--- config.mk ---
export PLATFORM = sky130hd
export DESIGN_NAME = bit_pipe_chain_flat
export DESIGN_NICKNAME = d
export VERILOG_FILES = /design/src/rtl/bit_pipe_pkg.sv /design/src/rtl/bit_pipe_chain_if.sv /design/src/rtl/bit_pipe_stage.sv /design/src/rtl/bit_pipe_chain.sv /design/src/flat_wrapper.sv
export SDC_FILE = /design/constraint.sdc
export NUM_CORES = 1
export LEC_CHECK = 0
export CAP_MARGIN = 20
export CORE_MARGIN = 2
export CORE_UTILIZATION = 55
export CTS_CLUSTER_SIZE = 20
export DETAILED_ROUTE_END_ITERATION = 16
export PLACE_DENSITY_LB_ADDON = 0.2
export SETUP_SLACK_MARGIN = 0.2
export SYNTH_ARGS = -nofsm -noshare
export SYNTH_HDL_FRONTEND = slang
export SYNTH_SLANG_ARGS = --single-unit
--- constraint.sdc ---
create_clock -name clk -period 5.3 [get_ports clk]
set_input_delay 1.06 -clock clk [delete_from_list [all_inputs] [get_ports clk]]
set_output_delay 1.06 -clock clk [all_outputs]
set_load 0.01 [all_outputs]
--- src/rtl/bit_pipe_pkg.sv ---
// Shared helpers for the bit-level pipeline register chain.
package bit_pipe_pkg;

  // Width of an occupancy counter able to hold 0..depth inclusive.
  function automatic int cnt_w(input int depth);
    return $clog2(depth + 1);
  endfunction

endpackage

--- src/rtl/bit_pipe_chain_if.sv ---
// Valid/ready stream bundle carrying WIDTH-bit words.
interface bit_pipe_chain_if #(
  parameter int WIDTH = 8
);

  logic             valid;
  logic             ready;
  logic [WIDTH-1:0] data;

  // Producer side drives valid/data and observes ready.
  modport master (output valid, output data, input ready);
  // Consumer side observes valid/data and drives ready.
  modport slave  (input valid, input data, output ready);

endinterface

--- src/rtl/bit_pipe_stage.sv ---
// One stage of the elastic chain: valid bit plus data word with
// reset > flush > set > advance priority.
module bit_pipe_stage #(
  parameter int               WIDTH   = 8,
  parameter logic [WIDTH-1:0] SET_VAL = '1
) (
  input  logic             clk,
  input  logic             rst,
  input  logic             set,
  input  logic             flush,
  input  logic             adv,
  input  logic             up_v,
  input  logic [WIDTH-1:0] up_d,
  output logic             v,
  output logic [WIDTH-1:0] d
);

  logic             v_reg;
  logic [WIDTH-1:0] d_reg;

  // Stage register: load from upstream on advance, otherwise hold.
  always_ff @(posedge clk) begin
    if (!rst) begin
      v_reg <= 1'b0;
      d_reg <= '0;
    end else if (flush) begin
      v_reg <= 1'b0;
    end else if (set) begin
      v_reg <= 1'b1;
      d_reg <= SET_VAL;
    end else if (adv) begin
      v_reg <= up_v;
      d_reg <= up_d;
    end
  end

  assign v = v_reg;
  assign d = d_reg;

endmodule

--- src/rtl/bit_pipe_chain.sv ---
// Elastic DEPTH-stage pipeline register chain with bubble collapsing,
// backpressure, set/flush and a registered occupancy count.
// Note: the out_ready -> in_ready path ripples through DEPTH OR gates.
module bit_pipe_chain
  import bit_pipe_pkg::*;
#(
  parameter int               WIDTH   = 8,
  parameter int               DEPTH   = 4,
  parameter logic [WIDTH-1:0] SET_VAL = '1
) (
  input  logic                      clk,
  input  logic                      rst,
  input  logic                      set,
  input  logic                      flush,
  bit_pipe_chain_if.slave           up,
  bit_pipe_chain_if.master          dn,
  output logic [cnt_w(DEPTH)-1:0]   count
);

  localparam int CW = cnt_w(DEPTH);

  logic [DEPTH-1:0] adv;
  logic [DEPTH-1:0] v;
  logic [DEPTH-1:0] src_v;
  logic [WIDTH-1:0] d     [DEPTH];
  logic [WIDTH-1:0] src_d [DEPTH];

  logic [CW-1:0] count_reg;
  logic [CW-1:0] count_next;
  logic          in_hs;
  logic          out_hs;

  // The last stage advances when drained or empty; earlier stages also
  // advance whenever they are empty, so bubbles collapse under a stall.
  assign adv[DEPTH-1] = dn.ready | ~v[DEPTH-1];

  genvar gi;
  generate
    for (gi = 0; gi < DEPTH; gi = gi + 1) begin : g_stage
      if (gi == 0) begin : g_head
        assign src_v[gi] = up.valid;
        assign src_d[gi] = up.data;
      end else begin : g_body
        assign src_v[gi] = v[gi-1];
        assign src_d[gi] = d[gi-1];
      end

      if (gi < DEPTH - 1) begin : g_adv
        assign adv[gi] = adv[gi+1] | ~v[gi];
      end

      bit_pipe_stage #(
        .WIDTH   (WIDTH),
        .SET_VAL (SET_VAL)
      ) u_stage (
        .clk   (clk),
        .rst   (rst),
        .set   (set),
        .flush (flush),
        .adv   (adv[gi]),
        .up_v  (src_v[gi]),
        .up_d  (src_d[gi]),
        .v     (v[gi]),
        .d     (d[gi])
      );
    end
  endgenerate

  assign up.ready = rst & adv[0];
  assign dn.valid = v[DEPTH-1];
  assign dn.data  = d[DEPTH-1];

  assign in_hs  = up.valid & up.ready;
  assign out_hs = dn.valid & dn.ready;

  // Next occupancy: preset/flush override, else +1 push, -1 pop.
  always_comb begin
    count_next = count_reg;
    if (flush) begin
      count_next = '0;
    end else if (set) begin
      count_next = CW'(DEPTH);
    end else if (in_hs && !out_hs) begin
      count_next = count_reg + CW'(1);
    end else if (out_hs && !in_hs) begin
      count_next = count_reg - CW'(1);
    end
  end

  // Occupancy register.
  always_ff @(posedge clk) begin
    if (!rst) begin
      count_reg <= '0;
    end else begin
      count_reg <= count_next;
    end
  end

  assign count = count_reg;

endmodule

--- src/flat_wrapper.sv ---
// flat-port wrapper written by rule: the top's interface ports become plain ports
module bit_pipe_chain_flat import bit_pipe_pkg::*;
#(
  parameter int               WIDTH   = 8,
  parameter int               DEPTH   = 4,
  parameter logic [WIDTH-1:0] SET_VAL = '1
)
  (clk, rst, set, flush, count, up_valid, up_data, up_ready, dn_valid, dn_data, dn_ready);
  bit_pipe_chain_if #(.WIDTH(WIDTH)) up_i ();
  bit_pipe_chain_if #(.WIDTH(WIDTH)) dn_i ();
  input  logic clk;
  input  logic rst;
  input  logic set;
  input  logic flush;
  output logic [cnt_w(DEPTH)-1:0] count;
  input wire logic [$bits(up_i.valid)-1:0] up_valid;
  input wire logic [$bits(up_i.data)-1:0] up_data;
  output wire logic [$bits(up_i.ready)-1:0] up_ready;
  output wire logic [$bits(dn_i.valid)-1:0] dn_valid;
  output wire logic [$bits(dn_i.data)-1:0] dn_data;
  input wire logic [$bits(dn_i.ready)-1:0] dn_ready;
  assign up_i.valid = up_valid;
  assign up_i.data = up_data;
  assign up_ready = up_i.ready;
  assign dn_valid = dn_i.valid;
  assign dn_data = dn_i.data;
  assign dn_i.ready = dn_ready;
  bit_pipe_chain #(.WIDTH(WIDTH), .DEPTH(DEPTH), .SET_VAL(SET_VAL)) u_core (.clk(clk), .rst(rst), .set(set), .flush(flush), .up(up_i), .dn(dn_i), .count(count));
endmodule
==> results of run 1 <==
## layout make-up
cell class              instances  area, µm²  area share
flip-flops and latches         39        781       0.418
multi-input cells              81        718       0.385
repair buffers                 27        268       0.143
clock buffers                   6       41.3      0.0221
well taps                      31       38.8      0.0208
clock inverters                 2       12.5     0.00670
inverters                       2       7.51     0.00402
## worst min path at each step
| stage | startpoint | endpoint | cells past startpoint |
|---|---|---|---|
| after floorplan | u_core.g_stage[2].u_stage.d[0] | u_core.g_stage[3].u_stage.d[0] | 1 |
| after detailed placement | u_core.g_stage[2].u_stage.d[1] | u_core.g_stage[3].u_stage.d[1] | 1 |
| after global placement | u_core.g_stage[2].u_stage.d[4] | u_core.g_stage[3].u_stage.d[4] | 1 |
| after CTS | u_core.g_stage[1].u_stage.d[7] | u_core.g_stage[2].u_stage.d[7] | 1 |
| final | u_core.g_stage[1].u_stage.d[5] | u_core.g_stage[2].u_stage.d[5] | 1 |
| after global routing | u_core.g_stage[1].u_stage.d[7] | u_core.g_stage[2].u_stage.d[7] | 1 |
## power groups by stage
stage / clock (mW) / combinational [mW] / sequential, mW
2_1_floorplan: 0 / 0.0548 / 0.331
3_3_place_gp: 0 / 0.0747 / 0.333
3_5_place_dp: 0 / 0.0784 / 0.335
4_1_cts: 0.145 / 0.0785 / 0.328
5_1_grt: 0.158 / 0.0850 / 0.331
6_report: 0.142 / 0.0774 / 0.328
## routing by layer
metal	part of all wire	global-route usage
met1	0.46	0.244
met2	0.48	0.318
met4	0.011	0.0664
met5	0	0
met3	0.047	0.0491
## cell families after synthesis
family / share of synthesized area
AOI/OAI and AO/OA: 0.304
xor gates and xnor gates: 0.00545
adders and majority gates: 0.0280
buffers and inverters: 0.0677
DFF: 0.486
muxes: 0.00623
and+or+nand+nor: 0.103
## worst max-delay path: stages
cell	delay, ps
sky130_fd_sc_hd__clkdlybuf4s50_1	520
sky130_fd_sc_hd__or2b_1	310
sky130_fd_sc_hd__or2_2	340
sky130_fd_sc_hd__and2_1	160
sky130_fd_sc_hd__clkdlybuf4s50_1	470
## placed cells by master (no fill, tap or decap), types with 2 or more instances in the layout
cell type | synthesis | final
sky130_fd_sc_hd__dfxtp_1 | 39 | 39
sky130_fd_sc_hd__clkdlybuf4s50_1 | 0 | 26
sky130_fd_sc_hd__o221a_2 | 16 | 16
sky130_fd_sc_hd__o21bai_1 | 8 | 8
sky130_fd_sc_hd__o311a_1 | 8 | 8
sky130_fd_sc_hd__o221a_1 | 8 | 8
sky130_fd_sc_hd__nor2_1 | 6 | 6
sky130_fd_sc_hd__a21oi_1 | 5 | 5
sky130_fd_sc_hd__clkbuf_4 | 0 | 5
sky130_fd_sc_hd__nand2_1 | 4 | 4
sky130_fd_sc_hd__inv_1 | 2 | 2
sky130_fd_sc_hd__nand3_1 | 2 | 2
sky130_fd_sc_hd__or2_2 | 2 | 2
sky130_fd_sc_hd__nand2b_1 | 2 | 2
sky130_fd_sc_hd__nor3_1 | 2 | 2
sky130_fd_sc_hd__ha_1 | 2 | 2
## through the flow
step	power, mW	area [µm²]	std cells
final	0.548	1870	188
after global routing	0.574	1870	188
after CTS	0.551	1870	188
after detailed placement	0.413	1810	180
after global placement	0.408	1810	180
after floorplan	0.386	1610	138
==> results by stage, run 1 <==
Logic synthesis:
- After technology mapping, the gate count stands at 138.
- The post-synthesis cell area is around 1600 µm².
- The area fraction of the dominant cell type after synthesis is 0.486.
- The count of unique library cells instantiated by Yosys is 33.
- In this run, synthesis inferred 0 flip-flops with an integrated enable.
- The dominant register cell in the synthesized netlist is sky130_fd_sc_hd__dfxtp_1.
- After synthesis, the mean cell area works out to between 10 and 15 µm².
- The biggest area contributor in the post-synthesis netlist is sky130_fd_sc_hd__dfxtp_1.
- By count the netlist is led by sky130_fd_sc_hd__dfxtp_1 (39), sky130_fd_sc_hd__o221a_2 (16), sky130_fd_sc_hd__buf_4 (9).
- The most numerous cell in the Yosys netlist is sky130_fd_sc_hd__dfxtp_1.
- Of the synthesized area, sequential elements account for 0.486.
- After synthesis, the cell types taking the most area are sky130_fd_sc_hd__dfxtp_1 (49%), sky130_fd_sc_hd__o221a_2 (11%), sky130_fd_sc_hd__o221a_1 (5.6%).
- The total number of yosys warnings is 0.
- In the synthesized netlist the async set-or-reset flop fraction comes to 0.
- The number of flip-flops and latches in the synthesized netlist is 39.
- The number of nets in the synthesized netlist is 155.

Setup path:
- STA puts the critical path data arrival time at between 2000 and 3000 ps.
- The source of the worst register-to-register timing path is u_core.g_stage[3].u_stage.v.
- The biggest fanout along the worst timing path is 6.
- The reg-to-reg critical path endpoint is u_core.count[2].
- The last element of the critical path is up_ready.
- The kind of capture point of the worst setup path is an output port.
- STA classifies the critical path startpoint as an input pin.
- The number of cells on the worst reg-to-reg path is 9.
- In this run the register-to-register setup slack is approximately 3000 ps.
- The data required time of the critical path is 4240 ps.
- Tracing the worst setup path back leads to its startpoint at dn_ready.
- The type of the worst setup path is input pin to output port.

Layout:
- In the final layout, the share of cells above drive strength 1 is 0.210.
- The net count reported at finish is between 150 and 200.
- The count of inserted antenna diode cells is 0.
- The number of flip-flops under the largest register name is 32.
- The final core area utilization is 0.677.
- The layout has around 230 filler cells.
- The post-synthesis to final-layout area growth is 16.1%.

Clock network:
- The clock sink count is 39.
- The clock reaches the later pin of the worst-skew pair after approximately 330 ps.
- The maximum buffer depth of the clock tree is 2.
- The number of setup buffers added after CTS is 0.
- The clock root buffer is sky130_fd_sc_hd__clkbuf_4.
- Hold repair after CTS inserted 0 buffers.
- Post-CTS repair changed the size of 0 cells.
- The H-tree was split into 2 levels.
- The clock tree from TritonCTS is done.
- Counting the buffers created by CTS gives 5.
- The clock edge transition at the registers on the reported setup and hold paths is about 110 ps.

Placed design:
- The global placement routability congestion is 0.807.
- The placed wire-length estimate is between 2000 and 2500 µm.
- Before CTS, the worst setup slack after placement is 1380 ps.
- The count of port buffers added during placement is 26.

Drt:
- The number of vias in the routed layout is between 1k and 1.5k.
- For this run, the detailed router's first-pass iteration total came to 4.
- The number of nets with antenna violations after detailed routing is 0.
- For this run, design rule violations remaining after detail routing come to 0.
- Wires add up to 2910 µm.
- In this run, the number of DRC markers left after iteration 0 of detailed routing was 39.
- Dividing the detail-routed wire length by the instance count gives roughly 15 µm.
- The detail-routed via count per cell is roughly 6.3.

Min path:
- The class of the tightest hold or removal check is flop to flop.

Die:
- Pin placement for this block handled 27 I/O pins.
- The area of the placeable core is ~2800 µm².
- The total number of placement rows is 19.
- The area of the die is 3370 µm².
- Measured along the x axis, the die boundary spans 58.1 µm.
- The initial utilization of the core area, before any placement, comes to 0.583.
- The die boundary height is 58.1 µm.

Pwr:
- The reported net switching power is approximately 0.14 mW.
- The power density of the placed cells is slightly below 300 nW/µm².
- The switching share of power is 0.249.
- The analysis attributes to cell leakage a power of 0.708 nW.
- Of the total power, the clock network draws 0.260.
- Cell internal power was estimated by the tool at slightly above 0.4 mW.
- The share of total power dissipated in sequential elements is 0.599.
- The combinational power share is 0.141.
- The maximum vdd ir drop is roughly 0.00024 V.

STA:
- The transition time of the tightest slew-check pin is between 700 and 800 ps.
- The share of the clock period used by the worst path is 0.740.
- Setup repair after global routing left no endpoint under its margin.
- Based on the critical path, the design can be clocked at up to approximately 250 MHz.
- The final setup violation count is 0.
- Hold timing on the final database bottoms out at a slack of 527 ps.
- The final worst setup slack is around 1400 ps.
- After layout, the minimum clock period comes to between 3000 and 4000 ps.
- The final number of hold-violating endpoints was 0.
- The worst pin sits at a relative slew slack of 0.513.
- The post-route clock skew is between 10 and 15 ps.
- The aggregate negative setup slack is 0 ps.
- The final count of pins violating max slew was 0.

GRT:
- The wire length of the first global-routing pass is between 4000 and 5000 µm.
- The initial antenna violation count is 0.
- The number of global-route vias before repair is around 1.1k.
- The final global-route overflow total is 0.
- Entering global routing, the biggest net connects 37 pins.
- The global routing usage summed across all routing layers is 0.192.

Job:
- Max-cap violations in this run came to 0.

Outcome:
- The flow ran to the end, and the final reports show no timing, DRC or antenna violations.
Power figures use the tool's default switching activity.
==> run 2: changes to the inputs <==
--- a/config.mk
+++ b/config.mk
@@ -7,7 +7,7 @@
 export LEC_CHECK = 0
 export CAP_MARGIN = 20
 export CORE_MARGIN = 2
-export CORE_UTILIZATION = 55
+export CORE_UTILIZATION = 46
 export CTS_CLUSTER_SIZE = 20
 export DETAILED_ROUTE_END_ITERATION = 16
 export PLACE_DENSITY_LB_ADDON = 0.2
==> constraint.sdc (replaced) <==
create_clock -name clk -period 3.6 [get_ports clk]
set_input_delay 0.72 -clock clk [delete_from_list [all_inputs] [get_ports clk]]
set_output_delay 0.72 -clock clk [all_outputs]
set_load 0.01 [all_outputs]
==> run 2 against run 1 <==
Net effect: wire length increased by 2.3%; sequential cell count did not move; hold slack gained 2.2 ps; final area grew 2.7%; sequential power increased by 47%; clock-buffer cell count is the same; combinational power is 47% higher; via count is 3.5% lower; non-clock buffer count is the same; critical path type unchanged; critical endpoint unchanged; largest power group unchanged; highest routed layer unchanged.
==> results by stage, run 2 (synthesized netlist as in run 1, its figures left out) <==
Clock network:
- The maximum level of the CTS H-tree was 2 (unchanged).
- The number of setup buffers added after CTS came to 0 (unchanged).
- The clock root buffer is sky130_fd_sc_hd__clkbuf_4 (unchanged).
- The insertion delay to the later sink of the worst-skew pair is 340 ps (was 330 ps).
- The number of hold buffers added after cts is 0 (unchanged).
- The maximum buffer depth of the clock tree is 2 (unchanged).
- The clock edge transition at the registers on the reported setup and hold paths is 110 ps (about the same).
- The clock tree from TritonCTS is done (unchanged).
- The clock buffer count from CTS came to 5 (unchanged).
- The clock sink count is 39 (unchanged).
- The count of instances resized after the clock tree is built is 0 (unchanged).

Min path:
- The number of cells on the worst hold path is 1 (unchanged).
- The class of the tightest hold or removal check is flop to flop (unchanged).
- The hold path startpoint is u_core.g_stage[2].u_stage.d[1] (was u_core.g_stage[1].u_stage.d[5]).
- The endpoint of the worst hold-timing path is u_core.g_stage[3].u_stage.d[1] (was u_core.g_stage[2].u_stage.d[5]).

Die:
- The horizontal extent of the die is 63.1 µm (was 58.1 µm).
- The total number of placement rows is 21 (was 19).
- The area of the die was 3980 µm² (was 3370 µm²).
- The initial core utilization is 0.482 (was 0.583).
- The number of ports placed on the die boundary is 27 (unchanged).
- The die boundary height was 63.1 µm (was 58.1 µm).
- The area of the placeable core was 3340 µm² (was 2760 µm²).

STA:
- The final count of pins violating max slew came to 0 (unchanged).
- The aggregate negative setup slack was 0 ps (unchanged).
- The final setup violation count was 0 (unchanged).
- The final worst setup slack is 363 ps (was 1380 ps).
- Of the available clock period, the critical path in the final layout requires 0.899.
- The worst max-slew margin expressed relative to the limit is 0.507 (was 0.513).
- The transition time of the tightest slew-check pin is 736 ps (was 728 ps).
- The post-route clock skew is 10.7 ps (was 11.2 ps).
- The shortest clock period the worst path allows after layout is between 3000 and 4000 ps.
- Derived from the worst setup path, the maximum achievable clock frequency is 309 MHz.
- The final number of hold-violating endpoints is 0 (unchanged).
- Setup repair after global routing missed its margin: no (unchanged).

Setup path:
- The slack of the worst reg-to-reg path is 1230 ps (was 2980 ps).
- The data required time of the critical path is 2880 ps (was 4240 ps).
- The reg-to-reg critical path endpoint is u_core.count[2] (unchanged).
- The cell depth of the worst flop-to-flop path was 9 (unchanged).
- Cell chain of the critical path: clkdlybuf4s50_1, or2b_1, or2_2, and2_1, clkdlybuf4s50_1 (unchanged).
- The kind of capture point of the worst setup path is an output port (unchanged).
- The data arrival time of the critical path is 2520 ps (was 2860 ps).
- The startpoint type of the worst setup path is an input pin (unchanged).
- The cell with the largest stage delay on the worst path was sky130_fd_sc_hd__clkdlybuf4s50_1 (unchanged).
- The category of cells accounting for the largest share of critical-path delay is buffers and inverters (unchanged).
- The type of the worst setup path was input pin to output port (unchanged).
- The dominant cell type by count on the critical path was sky130_fd_sc_hd__clkdlybuf4s50_1 (unchanged).
- The biggest fanout along the worst timing path is 6 (unchanged).
- The number of buffers and inverters on the critical path is 2 (unchanged).
- The largest stage delay on the critical path is 510 ps (was 520 ps).
- The source of the worst register-to-register timing path is u_core.g_stage[3].u_stage.v (unchanged).

GRT:
- The pin count of the biggest net entering global routing is 25 (was 37).
- The initial antenna violation count was 0 (unchanged).
- The number of global-route vias before repair is 1067 (was 1126).
- The wire length of the first global-routing pass came to 5120 µm (was 4990 µm).
- The global routing usage summed across all routing layers was 0.162 (was 0.192).
- The final global-route overflow total is 0 (unchanged).

Pwr:
- The maximum vdd ir drop is 0.000362 V (was 0.000238 V).
- The static leakage is 0.728 nW (was 0.708 nW).
- The power density of the placed cells is 468 nW/µm² (was 293 nW/µm²).

Placed design:
- The worst setup timing slack at the placement stage is 364 ps (was 1380 ps).
- The count of port buffers added during placement is 26 (unchanged).
- The placed wire-length estimate is 2200 µm (was 2120 µm).
- The global placement routability congestion came to 0.727 (was 0.807).

Drt:
- The detailed-route wire length on metal 1 is 1390 µm (was 1340 µm).
- The number of vias in the routed layout is 1136 (was 1177).
- The number of nets with antenna violations after detailed routing is 0 (unchanged).
- The violation count after the first detailed-routing iteration was 46 (was 39).
- The routed wire length on met3 came to 112 µm (was 138 µm).
- The final routed wirelength across all metal layers was 2980 µm (was 2910 µm).
- The count of TritonRoute iterations in the first routing pass came to 4 (unchanged).
- The remaining routing DRC violations is 0 (unchanged).
- The total length of routed met2 wires is 1460 µm (was 1400 µm).
- The detail-routed via count per cell was 5.60 (was 6.26).
- The highest metal layer with signal wires is met4 (unchanged).
- The post-detailed-route wirelength per cell is 14.7 µm (was 15.5 µm).

Layout:
- The post-synthesis to final-layout area growth is 19.3% (was 16.1%).
- The most frequent standard cell in the layout excluding fill and tap cells is sky130_fd_sc_hd__dfxtp_1 (unchanged).
- The number of flip-flops under the largest register name came to 32 (unchanged).
- The count of inserted antenna diode cells is 0 (unchanged).
- Commonest cells after routing, fill and taps aside: sky130_fd_sc_hd__dfxtp_1 (39), sky130_fd_sc_hd__clkdlybuf4s50_1 (26), sky130_fd_sc_hd__o221a_2 (16) (unchanged).
- The fraction of layout cells with a size suffix above 1 came to 0.217 (was 0.210).
- The final core area utilization came to 0.575 (was 0.677).
- The net count reported at finish is 173 (unchanged).

Outcome:
- Run status: completed (unchanged).

Job:
- The reported max-cap violation count is 0 (unchanged).
[run 2: cell type report]
type	count	area (µm²)
sequential	39	781
clock inverter	2	35.0
tap	46	57.6
fill	305	1420
inverter	2	7.51
timing repair buffer	27	268
clock buffer	6	51.3
multi-input combinational	81	718
[run 2: through the flow]
stage	cells	power (mW)	hold WS, ps	cell area, µm²
floorplan	138	0.569	485	1610
global placement	195	0.602	499	1830
detailed placement	195	0.608	507	1830
CTS	203	0.904	534	1920
global route	203	0.941	555	1920
finish	203	0.897	529	1920
[run 2: layer usage]
layer | up-vias | GRT usage
li1 | 574 | -
met1 | 538 | 0.200
met2 | 22 | 0.269
met3 | 2 | 0.0536
met4 | 0 | 0.0472
met5 | - | 0
[run 2: worst max-delay path by stage]
stage / cells after the start / from / end / slack (ps)
floorplan: 9 / dn_ready / u_core.count[2] / 1160
finish: 5 / dn_ready / up_ready / 360
CTS: 5 / dn_ready / up_ready / 360
global route: 5 / dn_ready / up_ready / 290
detailed placement: 9 / dn_ready / u_core.count[2] / 360
global placement: 5 / dn_ready / up_ready / 410
[run 2: worst reg2reg max path: cells and delay by family, from the launching register on]
kind | cells | cell delay [ps]
adders and majority gates | 2 | 560
DFF | 1 | 380
buffers and inverters | 1 | 60
AOI/OAI and AO/OA | 2 | 240
and+or+nand+nor | 4 | 1030
[run 2: power breakdown]
part | internal (mW) | switching, mW
Clock | 0.164 | 0.136
Sequential | 0.463 | 0.0201
Combinational | 0.0666 | 0.0476
